## config.mk

```make
export PLATFORM = sky130hd
export DESIGN_NAME = vga_scanout
export DESIGN_NICKNAME = d
export VERILOG_FILES = /design/src/rtl/vga_scanout.sv
export SDC_FILE = /design/constraint.sdc
export NUM_CORES = 1
export LEC_CHECK = 0
export CAP_MARGIN = 40
export CORE_UTILIZATION = 40
export DETAILED_ROUTE_END_ITERATION = 8
export PLACE_DENSITY = 0.69
export SYNTH_ARGS = -nofsm -noshare
export SYNTH_HDL_FRONTEND = slang
export SYNTH_SLANG_ARGS = --single-unit
```

## constraint.sdc

```tcl
create_clock -name pixel_clk -period 3.4 [get_ports pixel_clk]
set_input_delay 0.34 -clock pixel_clk [delete_from_list [all_inputs] [get_ports pixel_clk]]
set_output_delay 0.34 -clock pixel_clk [all_outputs]
set_load 0.01 [all_outputs]
```

## src/rtl/vga_scanout.sv

```systemverilog
// Frame-buffer scan-out stage for 640x480 VGA: issues frame-buffer reads, overlays test
// patterns and delay-matches syncs/DE to the returned pixel data.
module vga_scanout #(
    parameter int unsigned FB_W         = 320,
    parameter int unsigned FB_H         = 240,
    parameter int unsigned SCALE_SHIFT  = 1,
    parameter int unsigned ADDR_W       = 17,
    parameter int unsigned RD_LATENCY   = 2,
    parameter logic [15:0] BORDER_COLOR = 16'h0000
) (
    input  logic              pixel_clk,
    input  logic              rst_n,
    input  logic [9:0]        pixel_x,
    input  logic [9:0]        pixel_y,
    input  logic              pixel_valid,
    input  logic              vga_hs_in,
    input  logic              vga_vs_in,
    output logic              fb_rd_en,
    output logic [ADDR_W-1:0] fb_rd_addr,
    output logic              fb_bank,
    input  logic [15:0]       fb_rd_data,
    input  logic              swap_req,
    output logic              swap_ack,
    input  logic [1:0]        test_mode,
    output logic [4:0]        vga_r,
    output logic [5:0]        vga_g,
    output logic [4:0]        vga_b,
    output logic              vga_hs,
    output logic              vga_vs,
    output logic              vga_de,
    output logic              frame_start
);

    localparam logic [0:0] S_IDLE    = 1'b0;
    localparam logic [0:0] S_PENDING = 1'b1;

    logic              valid_a_q;
    logic              vs_prev_q;
    logic [1:0]        mode_q;
    logic [0:0]        state_q, state_d;
    logic              swap_d;
    logic              bank_q;
    logic              ack_q;
    logic              fs_q;
    logic              rd_en_q, rd_en_d;
    logic [ADDR_W-1:0] addr_q, addr_d;

    logic [9:0]        fb_x, fb_y;
    logic              in_range;
    logic              vs_fall;
    logic [15:0]       pat_d;

    logic [RD_LATENCY:0] sb_valid_q, sb_hs_q, sb_vs_q, sb_fb_q;
    logic [15:0]         sb_pat_q [RD_LATENCY+1];

    logic [15:0]       rgb_q, rgb_d;
    logic              hs_out_q, vs_out_q, de_q;

    assign fb_x     = pixel_x >> SCALE_SHIFT;
    assign fb_y     = pixel_y >> SCALE_SHIFT;
    assign in_range = (32'(fb_x) < FB_W) && (32'(fb_y) < FB_H);
    assign vs_fall  = vs_prev_q & ~vga_vs_in;

    assign rd_en_d  = valid_a_q && in_range && (mode_q == 2'd0);
    assign addr_d   = rd_en_d ? (ADDR_W'(fb_y) * ADDR_W'(FB_W) + ADDR_W'(fb_x)) : addr_q;

    always_comb begin
        pat_d = BORDER_COLOR;
        case (mode_q)
            2'd1: begin
                if      (pixel_x < 10'd80)  pat_d = 16'hFFFF;
                else if (pixel_x < 10'd160) pat_d = 16'hFFE0;
                else if (pixel_x < 10'd240) pat_d = 16'h07FF;
                else if (pixel_x < 10'd320) pat_d = 16'h07E0;
                else if (pixel_x < 10'd400) pat_d = 16'hF81F;
                else if (pixel_x < 10'd480) pat_d = 16'hF800;
                else if (pixel_x < 10'd560) pat_d = 16'h001F;
                else                        pat_d = 16'h0000;
            end
            2'd2: pat_d = (pixel_x[4:0] == 5'd0 || pixel_y[4:0] == 5'd0) ? 16'hFFFF : 16'h0000;
            default: pat_d = BORDER_COLOR;
        endcase
    end

    // A request in the same cycle as the vsync edge swaps immediately, without passing PENDING.
    always_comb begin
        state_d = state_q;
        swap_d  = 1'b0;
        if (vs_fall && (state_q == S_PENDING || swap_req)) begin
            swap_d  = 1'b1;
            state_d = S_IDLE;
        end else if (swap_req) begin
            state_d = S_PENDING;
        end
    end

    always_comb begin
        rgb_d = '0;
        if (sb_valid_q[RD_LATENCY]) begin
            rgb_d = sb_fb_q[RD_LATENCY] ? fb_rd_data : sb_pat_q[RD_LATENCY];
        end
    end

    always_ff @(posedge pixel_clk or negedge rst_n) begin
        if (!rst_n) begin
            valid_a_q  <= 1'b0;
            vs_prev_q  <= 1'b1;
            mode_q     <= '0;
            state_q    <= S_IDLE;
            bank_q     <= 1'b0;
            ack_q      <= 1'b0;
            fs_q       <= 1'b0;
            rd_en_q    <= 1'b0;
            addr_q     <= '0;
            sb_valid_q <= '0;
            sb_hs_q    <= '1;
            sb_vs_q    <= '1;
            sb_fb_q    <= '0;
            for (int unsigned i = 0; i <= RD_LATENCY; i++) begin
                sb_pat_q[i] <= '0;
            end
            rgb_q      <= '0;
            hs_out_q   <= 1'b1;
            vs_out_q   <= 1'b1;
            de_q       <= 1'b0;
        end else begin
            valid_a_q  <= pixel_valid;
            vs_prev_q  <= vga_vs_in;
            if (vs_fall) begin
                mode_q <= test_mode;
            end
            state_q    <= state_d;
            bank_q     <= bank_q ^ swap_d;
            ack_q      <= swap_d;
            fs_q       <= vs_fall;
            rd_en_q    <= rd_en_d;
            addr_q     <= addr_d;
            sb_valid_q <= {sb_valid_q[RD_LATENCY-1:0], valid_a_q};
            sb_hs_q    <= {sb_hs_q[RD_LATENCY-1:0], vga_hs_in};
            sb_vs_q    <= {sb_vs_q[RD_LATENCY-1:0], vga_vs_in};
            sb_fb_q    <= {sb_fb_q[RD_LATENCY-1:0], rd_en_d};
            for (int unsigned i = RD_LATENCY; i > 0; i--) begin
                sb_pat_q[i] <= sb_pat_q[i-1];
            end
            sb_pat_q[0] <= pat_d;
            rgb_q      <= rgb_d;
            hs_out_q   <= sb_hs_q[RD_LATENCY];
            vs_out_q   <= sb_vs_q[RD_LATENCY];
            de_q       <= sb_valid_q[RD_LATENCY];
        end
    end

    assign fb_rd_en    = rd_en_q;
    assign fb_rd_addr  = addr_q;
    assign fb_bank     = bank_q;
    assign swap_ack    = ack_q;
    assign frame_start = fs_q;
    assign vga_r       = rgb_q[15:11];
    assign vga_g       = rgb_q[10:5];
    assign vga_b       = rgb_q[4:0];
    assign vga_hs      = hs_out_q;
    assign vga_vs      = vs_out_q;
    assign vga_de      = de_q;

endmodule
```

==> results.py, run 1 <==
metrics = {
    "status": {
        "outcome": "finished, final reports clean",
    },
    "floorplan": {
        "die_w_um": 88.1,
        "die_y_um": 88.1,
        "core_area_um2": 7210,
        "fp.dieArea_um2": 7770,
        "core.rowCount": 31,
        "num_io_pins": 84,
        "start_util": 0.411,
    },
    "worst_hold_path": {
        "hold_path_class": "flip-flop to flip-flop",
        "hold_depth": 0,
        "hp-start": "sb_valid_q[1]$_DFF_PN0_",
    },
    "worst_setup_path": {
        "required_ns": 3.67,
        "setup.worst_path.start": "pixel_y[2]",
        "crit_fanout": 4,
        "slowest_delay_ns": 0.49,
        "crit_arrival_ns": 3.11,
        "critPathBufInv": 1,
        "worst_setup_path_end_kind": "flip-flop",
        "worstReg2RegStart": "mode_q[0]$_DFFE_PN0P_",
        "crit_type": "primary input to flip-flop",
        "critPathTopFamily": "adder cells",
        "crit_cells": 10,
        "start_kind": "primary input",
        "crit_slowest_cell": "clkdlybuf4s50_1",
        "crit_chain": "clkdlybuf4s50_1 -> ha_1 -> ha_1 -> fa_1 -> a211oi_1 -> nor2_1 -> xor2_1 -> nand4_1 -> xor2_1 -> o21ai_1",
        "worst-r2r-cell-count": 6,
    },
    "synth": {
        "synth_top_area_frac": 0.472,
        "netlist_instances": 272,
        "synth-async-reset-ratio": 1.00,
        "synth-edff-count": 0,
        "synth_area_um2": 2970,
        "synth_seq_cells": 64,
        "syn_area_per_cell_um2": 10.9,
        "synth_warnings": 0,
        "synthFlopType": "dfrtp_1",
        "synth_top_area_cell": "dfrtp_1",
        "synth-seq-area-share": 0.543,
        "synth_cell_types": 46,
        "synth.area.top_cells": "dfrtp_1 47%, ha_1 8.4%, dfstp_2 7.1%",
        "syn_nets": 338,
    },
    "sta": {
        "final-setup-viol-count": 0,
        "relSlewSlack": 0.639,
        "rsz0062_at_grt": "false",
        "hold_viol_final": 0,
        "timing_max_transition_violations_final": 0,
        "setup_tns_ns": 0,
        "tightest_slew_ns": 0.542,
        "period_needed_ns": 2.85,
        "skew_ns": 0.00792,
        "period_share": 0.837,
        "fmax_mhz": 351,
    },
    "clocking": {
        "cts_sinks": 64,
        "insertion_delay_ns": 0.34,
        "clk_pin_slew_ns": 0.08,
        "cts_root_buf": "clkbuf_8",
        "postCtsSetupBuffers": 0,
        "cts_tree": "built",
        "cts-buffers-inserted": 9,
        "cts_buffer_depth": 2,
        "htree_levels": 3,
    },
    "job": {
        "drv_cap": 0,
    },
    "pwr": {
        "cellPowerDensity_nw_per_um2": 541,
        "power.leakage_nw": 1.79,
        "peakVddDrop_v": 0.000240,
    },
    "routing": {
        "drtAntennaViolNets": 0,
        "wl_per_cell_um": 13.4,
        "via_per_inst": 4.80,
        "drtIter0Drc": 93,
        "first_pass_iters": 4,
        "drc": 0,
        "vias": 2229,
        "wirelength_um": 6210,
    },
    "grt": {
        "grt_pass1_wl_um": 9920,
        "gr-total-overflow": 0,
        "antenna_found_initial": 0,
        "first_global_vias": 2184,
        "grt_max_degree": 45,
        "grtUsageTotal": 0.171,
    },
    "cells_and_area": {
        "n_fill_cell": 634,
        "area_growth_pct": 39.0,
        "num_antenna_cells": 0,
        "num-nets-final": 426,
        "final_util": 0.572,
        "drive_gt1_frac": 0.101,
    },
    "place": {
        "hpwl_um": 4540,
        "port_buffers": 83,
        "gp_congestion": 0.944,
    },
}
==> flip-flops by register name, summed over array words and instances, names as in the netlist, 2 cells and up <==
register	cells
fb_rd_addr	17
sb_hs_q	3
sb_fb_q	3
sb_vs_q	3
rgb_q	16
sb_valid_q	3
mode_q	2
sb_pat_q	9
==> stage by stage <==
stage               total power, mW  instances  hold WS [ns]  instance area [um2]  setup WS (ns)
floorplan                      1.22        272        0.0444                 2970          0.945
global placement               1.53        447         0.325                 3900          0.294
detailed placement             1.54        447         0.324                 3900          0.207
CTS                            2.27        464         0.344                 4130          0.566
global route                   2.35        464         0.349                 4130          0.463
finish                         2.23        464         0.341                 4130          0.554
==> final cells by class <==
type                    instances  area, um2  share of cell area
clock inverters                 7       95.1              0.0230
well taps                      99        124              0.0300
inverters                       8       30.0             0.00728
flip-flops and latches         64       1610               0.391
repair buffers                 86        851               0.206
multi-input cells             191       1290               0.313
clock buffers                   9        124              0.0300
==> logic make-up after synthesis <==
logic type	synth area share
muxes	0.00379
buffers and inverters	0.0219
xor gates and xnor gates	0.0379
AOI/OAI and AO/OA	0.124
adders and majority gates	0.101
and+or+nand+nor	0.168
DFF	0.543
==> per-layer routing <==
| layer | up-vias | wire, um | global-route usage |
|---|---|---|---|
| met5 | - | 0 | 0 |
| met3 | 9 | 389 | 0.0500 |
| met4 | 0 | 99 | 0.0704 |
| met1 | 1046 | 2750 | 0.204 |
| met2 | 69 | 2970 | 0.290 |
| li1 | 1105 | - | - |
==> worst paths after layout <==
| kind | slack, ns | end |
|---|---|---|
| max | 0.55 | fb_rd_addr[16]$_DFFE_PN0P_ |
| min | 0.34 | sb_valid_q[2]$_DFF_PN0_ |
| max reg2reg | 1.69 | fb_rd_addr[12]$_DFFE_PN0P_ |
| min reg2reg | 0.34 | sb_valid_q[2]$_DFF_PN0_ |
| max in group asynchronous | 1.97 | sb_hs_q[0]$_DFF_PN1_ |
| min in group asynchronous | 0.49 | fb_rd_addr[10]$_DFFE_PN0P_ |
==> report_power, final <==
group | total (mW) | internal (mW) | switching (mW) | leakage, nW
clock network | 0.711 | 0.414 | 0.297 | 0.110
registers | 0.933 | 0.875 | 0.0583 | 0.817
logic | 0.587 | 0.322 | 0.265 | 0.860
==> synth_stat cells, drive strengths merged (2+ instances only) <==
cell	count
dfrtp	56
nand2	56
ha	20
o21ai	18
a21boi	17
nor2	12
xor2	9
clkbuf	8
dfstp	8
inv	7
nor2b	6
a21oi	5
nand2b	5
nor3b	4
a211oi	3
nand3	3
nand4	3
nor3	3
or3b	3
xnor2	3
a221oi	2
fa	2
nor4b	2
o22ai	2
o31ai	2
or4	2
==> layout by cell type (no fill, tap or decap), drive strengths merged, types with 3 or more instances in the layout <==
master,n
clkdlybuf4s50,82
nand2,56
dfrtp,56
ha,20
o21ai,18
a21boi,17
nor2,12
clkbuf,9
xor2,9
dfstp,8
inv,8
nor2b,6
nand2b,5
a21oi,5
nor3b,4
clkinv,4
xnor2,3
nand4,3
nor3,3
a211oi,3
or3b,3
nand3,3
buf,3
==> what timing repair did <==
item / 4_1_cts / 5_1_grt
hold endpoints to repair: 20 / 0
hold buffers: 1 / 0
resized for setup: 0 / 0
Note: power is estimated with default switching activity, not from simulation.
==> run 2, diff against run 1 <==
--- a/config.mk
+++ b/config.mk
@@ -8,7 +8,7 @@
 export CAP_MARGIN = 40
 export CORE_UTILIZATION = 40
 export DETAILED_ROUTE_END_ITERATION = 8
-export PLACE_DENSITY = 0.69
+export PLACE_DENSITY = 0.72
 export SYNTH_ARGS = -nofsm -noshare
 export SYNTH_HDL_FRONTEND = slang
 export SYNTH_SLANG_ARGS = --single-unit
==> constraint.sdc (replaced) <==
create_clock -name pixel_clk -period 2.5 [get_ports pixel_clk]
set_input_delay 0.25 -clock pixel_clk [delete_from_list [all_inputs] [get_ports pixel_clk]]
set_output_delay 0.25 -clock pixel_clk [all_outputs]
set_load 0.01 [all_outputs]
==> results.py, run 2 (synthesis results as in run 1) <==
metrics = {
    "floorplan": {
        "fp.dieArea_um2": 7770,
        "core.rowCount": 31,
        "die_y_um": 88.1,
        "start_util": 0.411,
        "num_io_pins": 84,
        "core_area_um2": 7210,
        "die_w_um": 88.1,
    },
    "sta": {
        "relSlewSlack": 0.637,
        "timing_max_transition_violations_final": 0,
        "rsz0062_at_grt": "false",
        "skew_ns": 0.00599,
        "period_share": 0.947,
        "final-setup-viol-count": 0,
        "fmax_mhz": 423,
        "tightest_slew_ns": 0.545,
        "hold_slack_ns": 0.323,
        "setup_ws_ns": 0.133,
        "period_needed_ns": 2.37,
        "hold_viol_final": 0,
    },
    "routing": {
        "drtAntennaViolNets": 0,
        "first_pass_iters": 4,
        "vias": 2332,
        "wirelength_um": 6460,
        "wl_per_cell_um": 13.2,
        "drc": 0,
        "via_per_inst": 4.76,
        "drtIter0Drc": 73,
    },
    "grt": {
        "first_global_vias": 2271,
        "grt_pass1_wl_um": 10100,
        "gr-total-overflow": 0,
        "grtUsageTotal": 0.177,
        "antenna_found_initial": 0,
        "grt_max_degree": 26,
    },
    "cells_and_area": {
        "largest_register_ffs": 17,
        "design_area_um2": 4390,
        "final_common_cell": "clkdlybuf4s50_1",
        "num_antenna_cells": 0,
        "area_growth_pct": 48.0,
        "n_fill_cell": 608,
        "num-nets-final": 452,
        "most-common-layout-cells": "80 x clkdlybuf4s50_1, 56 x nand2_1, 56 x dfrtp_1",
        "drive_gt1_frac": 0.166,
    },
    "worst_setup_path": {
        "crit_chain": "clkdlybuf4s50_1 -> ha_1 -> fa_2 -> buf_4 -> xor2_4 -> o2111ai_4 -> nor3_4 -> nand4_1 -> xor2_1 -> o21ai_1",
        "reg2reg_to": "fb_rd_addr[12]$_DFFE_PN0P_",
        "start_kind": "primary input",
        "crit_arrival_ns": 2.63,
        "crit_fanout": 3,
        "r2r_slack_ns": 1.04,
        "crit_type": "primary input to flip-flop",
        "worstReg2RegStart": "mode_q[0]$_DFFE_PN0P_",
        "crit_slowest_cell": "clkdlybuf4s50_1",
        "worst_setup_path_end_kind": "flip-flop",
        "critPathBufInv": 2,
        "critPathTopFamily": "adder cells",
        "worst-r2r-cell-count": 5,
        "required_ns": 2.76,
        "slowest_delay_ns": 0.45,
    },
    "clocking": {
        "postCtsSetupBuffers": 0,
        "cts_tree": "built",
        "cts_root_buf": "clkbuf_8",
        "cts_sinks": 64,
        "cts-buffers-inserted": 9,
        "cts_buffer_depth": 2,
        "clk_pin_slew_ns": 0.07,
        "htree_levels": 3,
        "insertion_delay_ns": 0.33,
    },
    "place": {
        "hpwl_um": 4950,
        "placed_area_um2": 4090,
        "place_ws_ns": -0.364,
        "gp_congestion": 0.893,
        "port_buffers": 83,
    },
    "worst_hold_path": {
        "hold_path_end": "sb_hs_q[0]$_DFF_PN1_",
        "hp-start": "vga_hs_in",
        "hold_path_class": "primary input to flip-flop",
        "hold_depth": 1,
    },
    "pwr": {
        "peakVddDrop_v": 0.000343,
        "cellPowerDensity_nw_per_um2": 734,
        "power.leakage_nw": 1.94,
        "total_power_mw": 3.23,
    },
    "status": {
        "outcome": "finished, final reports clean",
    },
    "job": {
        "drv_cap": 0,
    },
}
==> run 2: cell types whose count changed in the layout (fill, tap and decap cells not counted), sizes merged <==
cell and change:
clkinvlp -1, clkdlybuf4s50 -2, dlymetal6s2s +2, bufinv +1
buf +26, clkbuf +2, clkinv -1, inv -1
==> run 2: worst reg2reg max path: stages (launching register included) <==
cell and delay (ns):
dfrtp_1 0.36, inv_1 0.08, ha_1 0.20, nand4_1 0.10, clkinv_1 0.26, mux2_2 0.35
==> run 2: power by group <==
group,internal [mW],leakage (nW),switching (mW)
registers,1.19,0.817,0.0810
clock network,0.690,0.124,0.381
logic,0.496,1.00,0.387
total,2.38,1.94,0.849
==> run 2: area by class of cell <==
type / instances / area (um2) / area share
clock buffer: 11 / 141 / 0.0322
inverter: 8 / 30.0 / 0.00684
sequential: 64 / 1610 / 0.367
tap: 99 / 124 / 0.0282
clock inverter: 5 / 104 / 0.0236
timing repair buffer: 112 / 1050 / 0.239
multi-input combinational: 191 / 1330 / 0.303
==> run 2: per-layer routing <==
| layer | vias to the layer above | global-route usage | share of wire |
|---|---|---|---|
| met5 | - | 0 | 0 |
| met4 | 0 | 0.0660 | 0.011 |
| met2 | 74 | 0.310 | 0.49 |
| li1 | 1152 | - | - |
| met1 | 1098 | 0.209 | 0.45 |
| met3 | 8 | 0.0452 | 0.051 |
==> run 2: timing repair <==
item | CTS | global route
gates resized for setup | 0 | 8
hold buffers | 1 | 0
setup endpoints to repair | 0 | 4
endpoints found under the hold margin | 21 | 0
==> run 2: worst max-delay path by stage <==
stage | start | end | slack [ns] | cells after the start
final | pixel_y[3] | fb_rd_addr[16]$_DFFE_PN0P_ | 0.13 | 10
after detailed placement | pixel_y[2] | fb_rd_addr[16]$_DFFE_PN0P_ | -0.36 | 11
after CTS | pixel_y[2] | fb_rd_addr[16]$_DFFE_PN0P_ | 0.004 | 11
after global routing | pixel_y[3] | fb_rd_addr[16]$_DFFE_PN0P_ | 0.04 | 10
after floorplan | pixel_y[2] | fb_rd_addr[16]$_DFFE_PN0P_ | 0.14 | 9
after global placement | pixel_y[2] | fb_rd_addr[13]$_DFFE_PN0P_ | -0.26 | 11
==> run 2: through the flow <==
step	TNS, ns	std cells	util
4_1_cts	0	490	0.603
3_3_place_gp	-1.12	473	0.567
2_1_floorplan	0	272	-
3_5_place_dp	-1.47	473	0.567
6_report	0	490	0.609
5_1_grt	0	490	0.609
==> RTL change, RTL diff (settings of run 2) <==
`addr_q` and `rgb_q` no longer have a reset.
--- a/src/rtl/vga_scanout.sv
+++ b/src/rtl/vga_scanout.sv
@@ -111,7 +111,6 @@
             ack_q      <= 1'b0;
             fs_q       <= 1'b0;
             rd_en_q    <= 1'b0;
-            addr_q     <= '0;
             sb_valid_q <= '0;
             sb_hs_q    <= '1;
             sb_vs_q    <= '1;
@@ -119,7 +118,6 @@
             for (int unsigned i = 0; i <= RD_LATENCY; i++) begin
                 sb_pat_q[i] <= '0;
             end
-            rgb_q      <= '0;
             hs_out_q   <= 1'b1;
             vs_out_q   <= 1'b1;
             de_q       <= 1'b0;
@@ -134,7 +132,6 @@
             ack_q      <= swap_d;
             fs_q       <= vs_fall;
             rd_en_q    <= rd_en_d;
-            addr_q     <= addr_d;
             sb_valid_q <= {sb_valid_q[RD_LATENCY-1:0], valid_a_q};
             sb_hs_q    <= {sb_hs_q[RD_LATENCY-1:0], vga_hs_in};
             sb_vs_q    <= {sb_vs_q[RD_LATENCY-1:0], vga_vs_in};
@@ -143,11 +140,15 @@
                 sb_pat_q[i] <= sb_pat_q[i-1];
             end
             sb_pat_q[0] <= pat_d;
-            rgb_q      <= rgb_d;
             hs_out_q   <= sb_hs_q[RD_LATENCY];
             vs_out_q   <= sb_vs_q[RD_LATENCY];
             de_q       <= sb_valid_q[RD_LATENCY];
         end
+    end
+
+    always_ff @(posedge pixel_clk) begin
+        addr_q <= addr_d;
+        rgb_q  <= rgb_d;
     end
 
     assign fb_rd_en    = rd_en_q;
Function: differs if rst_n is asserted again (counterexample within 4 cycles, from zero or initial values and one cycle with rst_n low); with rst_n held inactive, the same outputs for 10 cycles.
==> RTL change against run 2 <==
The flow now finishes with violations (DRC); sequential share of layout area rose by 2.7 points; worst hold slack got worse by 0.026 ns; total power fell by 17%; clock power decreased by 7%; sequential cell count unchanged; via count fell by 15%; wire length is 16% lower; design area decreased by 6.7%; register-to-register slack better by 0.09 ns; die area is 7.3% lower; synthesized area down 7.5%; worst setup slack got worse by 0.027 ns; largest power group unchanged.
==> RTL change: results (changes against run 2) <==
syn_nets: 283 (-16%)
worst skew pair latency: 0.33 ns (about the same)
drt first pass iters: 6 (+2)
Detailed Place HPWL: 4100 um (-17%)
status: finished with violations
Vias: 1,984 (-15%)
ys async rst share: 48.4% (-52 points)
Post-synth EDFFs: 17 (+17)
share of cells above drive strength 1: 19.9% (+3.3 points)
ranking of synthesized cells by area: dfrtp_1, edfxtp_1, dfxtp_1, ha_1, dfstp_2
ANT cells: 0 (unchanged)
Total Routing Usage GR: 16.5% (-1.1 points)
Remaining DRCs: 11 (+11)
initial antenna violation count: 0 (unchanged)
Setup WS pre-CTS: -0.417 ns (-0.0535 ns)
first-pass GRT wire length: 8980 um (-12%)
H-tree depth: 3 (unchanged)
largest net degree at the start of global routing: 32 (+23%)
Worst Path Arrival: 2.48 ns (-0.15 ns)
top post-synthesis cells by count: dfrtp_1, nand2_1, ha_1
CP max stage delay: 0.45 ns (about the same)
root buf cell: clkbuf_8
Longest Clk Path Bufs: 2 (unchanged)
Final Wtd Congestion: 0.726 (-19%)
vias in the first global route: 1,930 (-15%)
DR top layer: met4
top_reg_cell synth: dfrtp_1
register area share after synthesis: 58.9% (+4.6 points)
Crit-path slowest cell: clkdlybuf4s50_1
fill count: 517 (-15%)
final setup violating endpoints: 0 (unchanged)
dpl cell area: 0.00383 mm2 (-6.3%)
synth warn: 0 (unchanged)
P_leak: 1.70 nW (-12%)
DRT met1 WL: 2400 um (-18%)
Worst Path Max Fanout: 3 (unchanged)
TritonCTS Buffers: 9 (unchanged)
max reg flops: 17 (unchanged)
Met3 Wirelength: 334 um (+0.60%)
HP Class: in -> async
relative slew slack: 63.9% (+0.21 points)
Port Buf Inserts: 83 (unchanged)
worst r2r path cells: 3 (-2)
Cells after DPL: 396 (-16%)
worst IR drop on VDD: 0.277 mV (-19%)
WL per Instance: 13.2 um (+0.19%)
post-synthesis cell count: 217 (-20%)
TNS Setup: 0 ns (unchanged)
CP top delay family: adder cells
wirelength, routed: 5450 um (-16%)
Met2 Routed Length: 2620 um (-16%)
violated checks: DRC
clock skew: 0.00541 ns (-0.000578 ns)
number of DRC markers in iteration 0: 123 (+68%)
Synth cell types: 46 (unchanged)
Worst-path clk slew: 0.08 ns
## RTL change: cell count changes after synthesis, moves of 3 or more
cell / run 2 / this run
edfxtp_1: 0 / 17
dfrtp_1: 56 / 23
o21ai_0: 13 / 4
a21oi_1: 5 / 8
o21ai_1: 5 / 2
nand2_1: 56 / 23
nor3b_1: 4 / 1
xor2_1: 8 / 4
dfxtp_1: 0 / 16
xnor2_1: 3 / 8
clkbuf_1: 8 / 4
nor2b_1: 6 / 3
## RTL change: where the power goes
part           switching (mW)  total, mW  internal [mW]
clock network           0.418      0.991          0.573
logic                   0.221      0.512          0.291
registers              0.0264       1.17           1.15
total                   0.666       2.68           2.01
## RTL change: cells by family after synthesis
kind of cell / share of synthesized area [%]
compound gates: 11.1
fa+ha+maj: 11.0
buf+inv: 1.82
simple gates: 10.9
flops: 58.9
mux: 0.729
xor+xnor: 5.60
## RTL change: timing repair
action                                  4_1_cts  5_1_grt
pin swaps                                     3        7
buffers inserted                              0        1
gates resized for setup                       0        8
gates cloned                                  0        0
endpoints found under the setup margin        1        2
## RTL change: final cells by class
type | instances | area (um2) | share of cell area [%]
clock buffers | 9 | 124 | 3.02
well taps | 77 | 96.3 | 2.35
flip-flops and latches | 64 | 1620 | 39.4
repair buffers | 108 | 1030 | 25.0
multi-input cells | 140 | 1100 | 26.9
clock inverters | 7 | 104 | 2.53
inverters | 8 | 30.0 | 0.732
## RTL change: metal layers
| layer | global-route usage, % | up-vias |
|---|---|---|
| met5 | 0 | - |
| met4 | 9.24 | 0 |
| met3 | 3.60 | 7 |
| met2 | 27.6 | 63 |
| met1 | 20.0 | 929 |
| li1 | - | 985 |
## RTL change: worst paths after layout
kind	startpoint	end	slack, ns
min reg2reg	sb_pat_q[30]	sb_pat_q[14]	0.35
min	rst_n	sb_pat_q[20]	0.30
max in group asynchronous	rst_n	sb_vs_q[1]	1.89
max reg2reg	sb_vs_q[0]	fb_bank	1.13
min in group pixel_clk	pixel_y[1]	fb_rd_addr[6]	0.31
max	pixel_y[3]	fb_rd_addr[16]	0.11
## RTL change: metrics by stage
step / utilization, % / hold WS [ns]
3_5_place_dp: 59.0 / 0.335
4_1_cts: 62.5 / 0.296
5_1_grt: 63.1 / 0.308
6_report: 63.1 / 0.297
2_1_floorplan: - / -0.0456
3_3_place_gp: 59.0 / 0.331
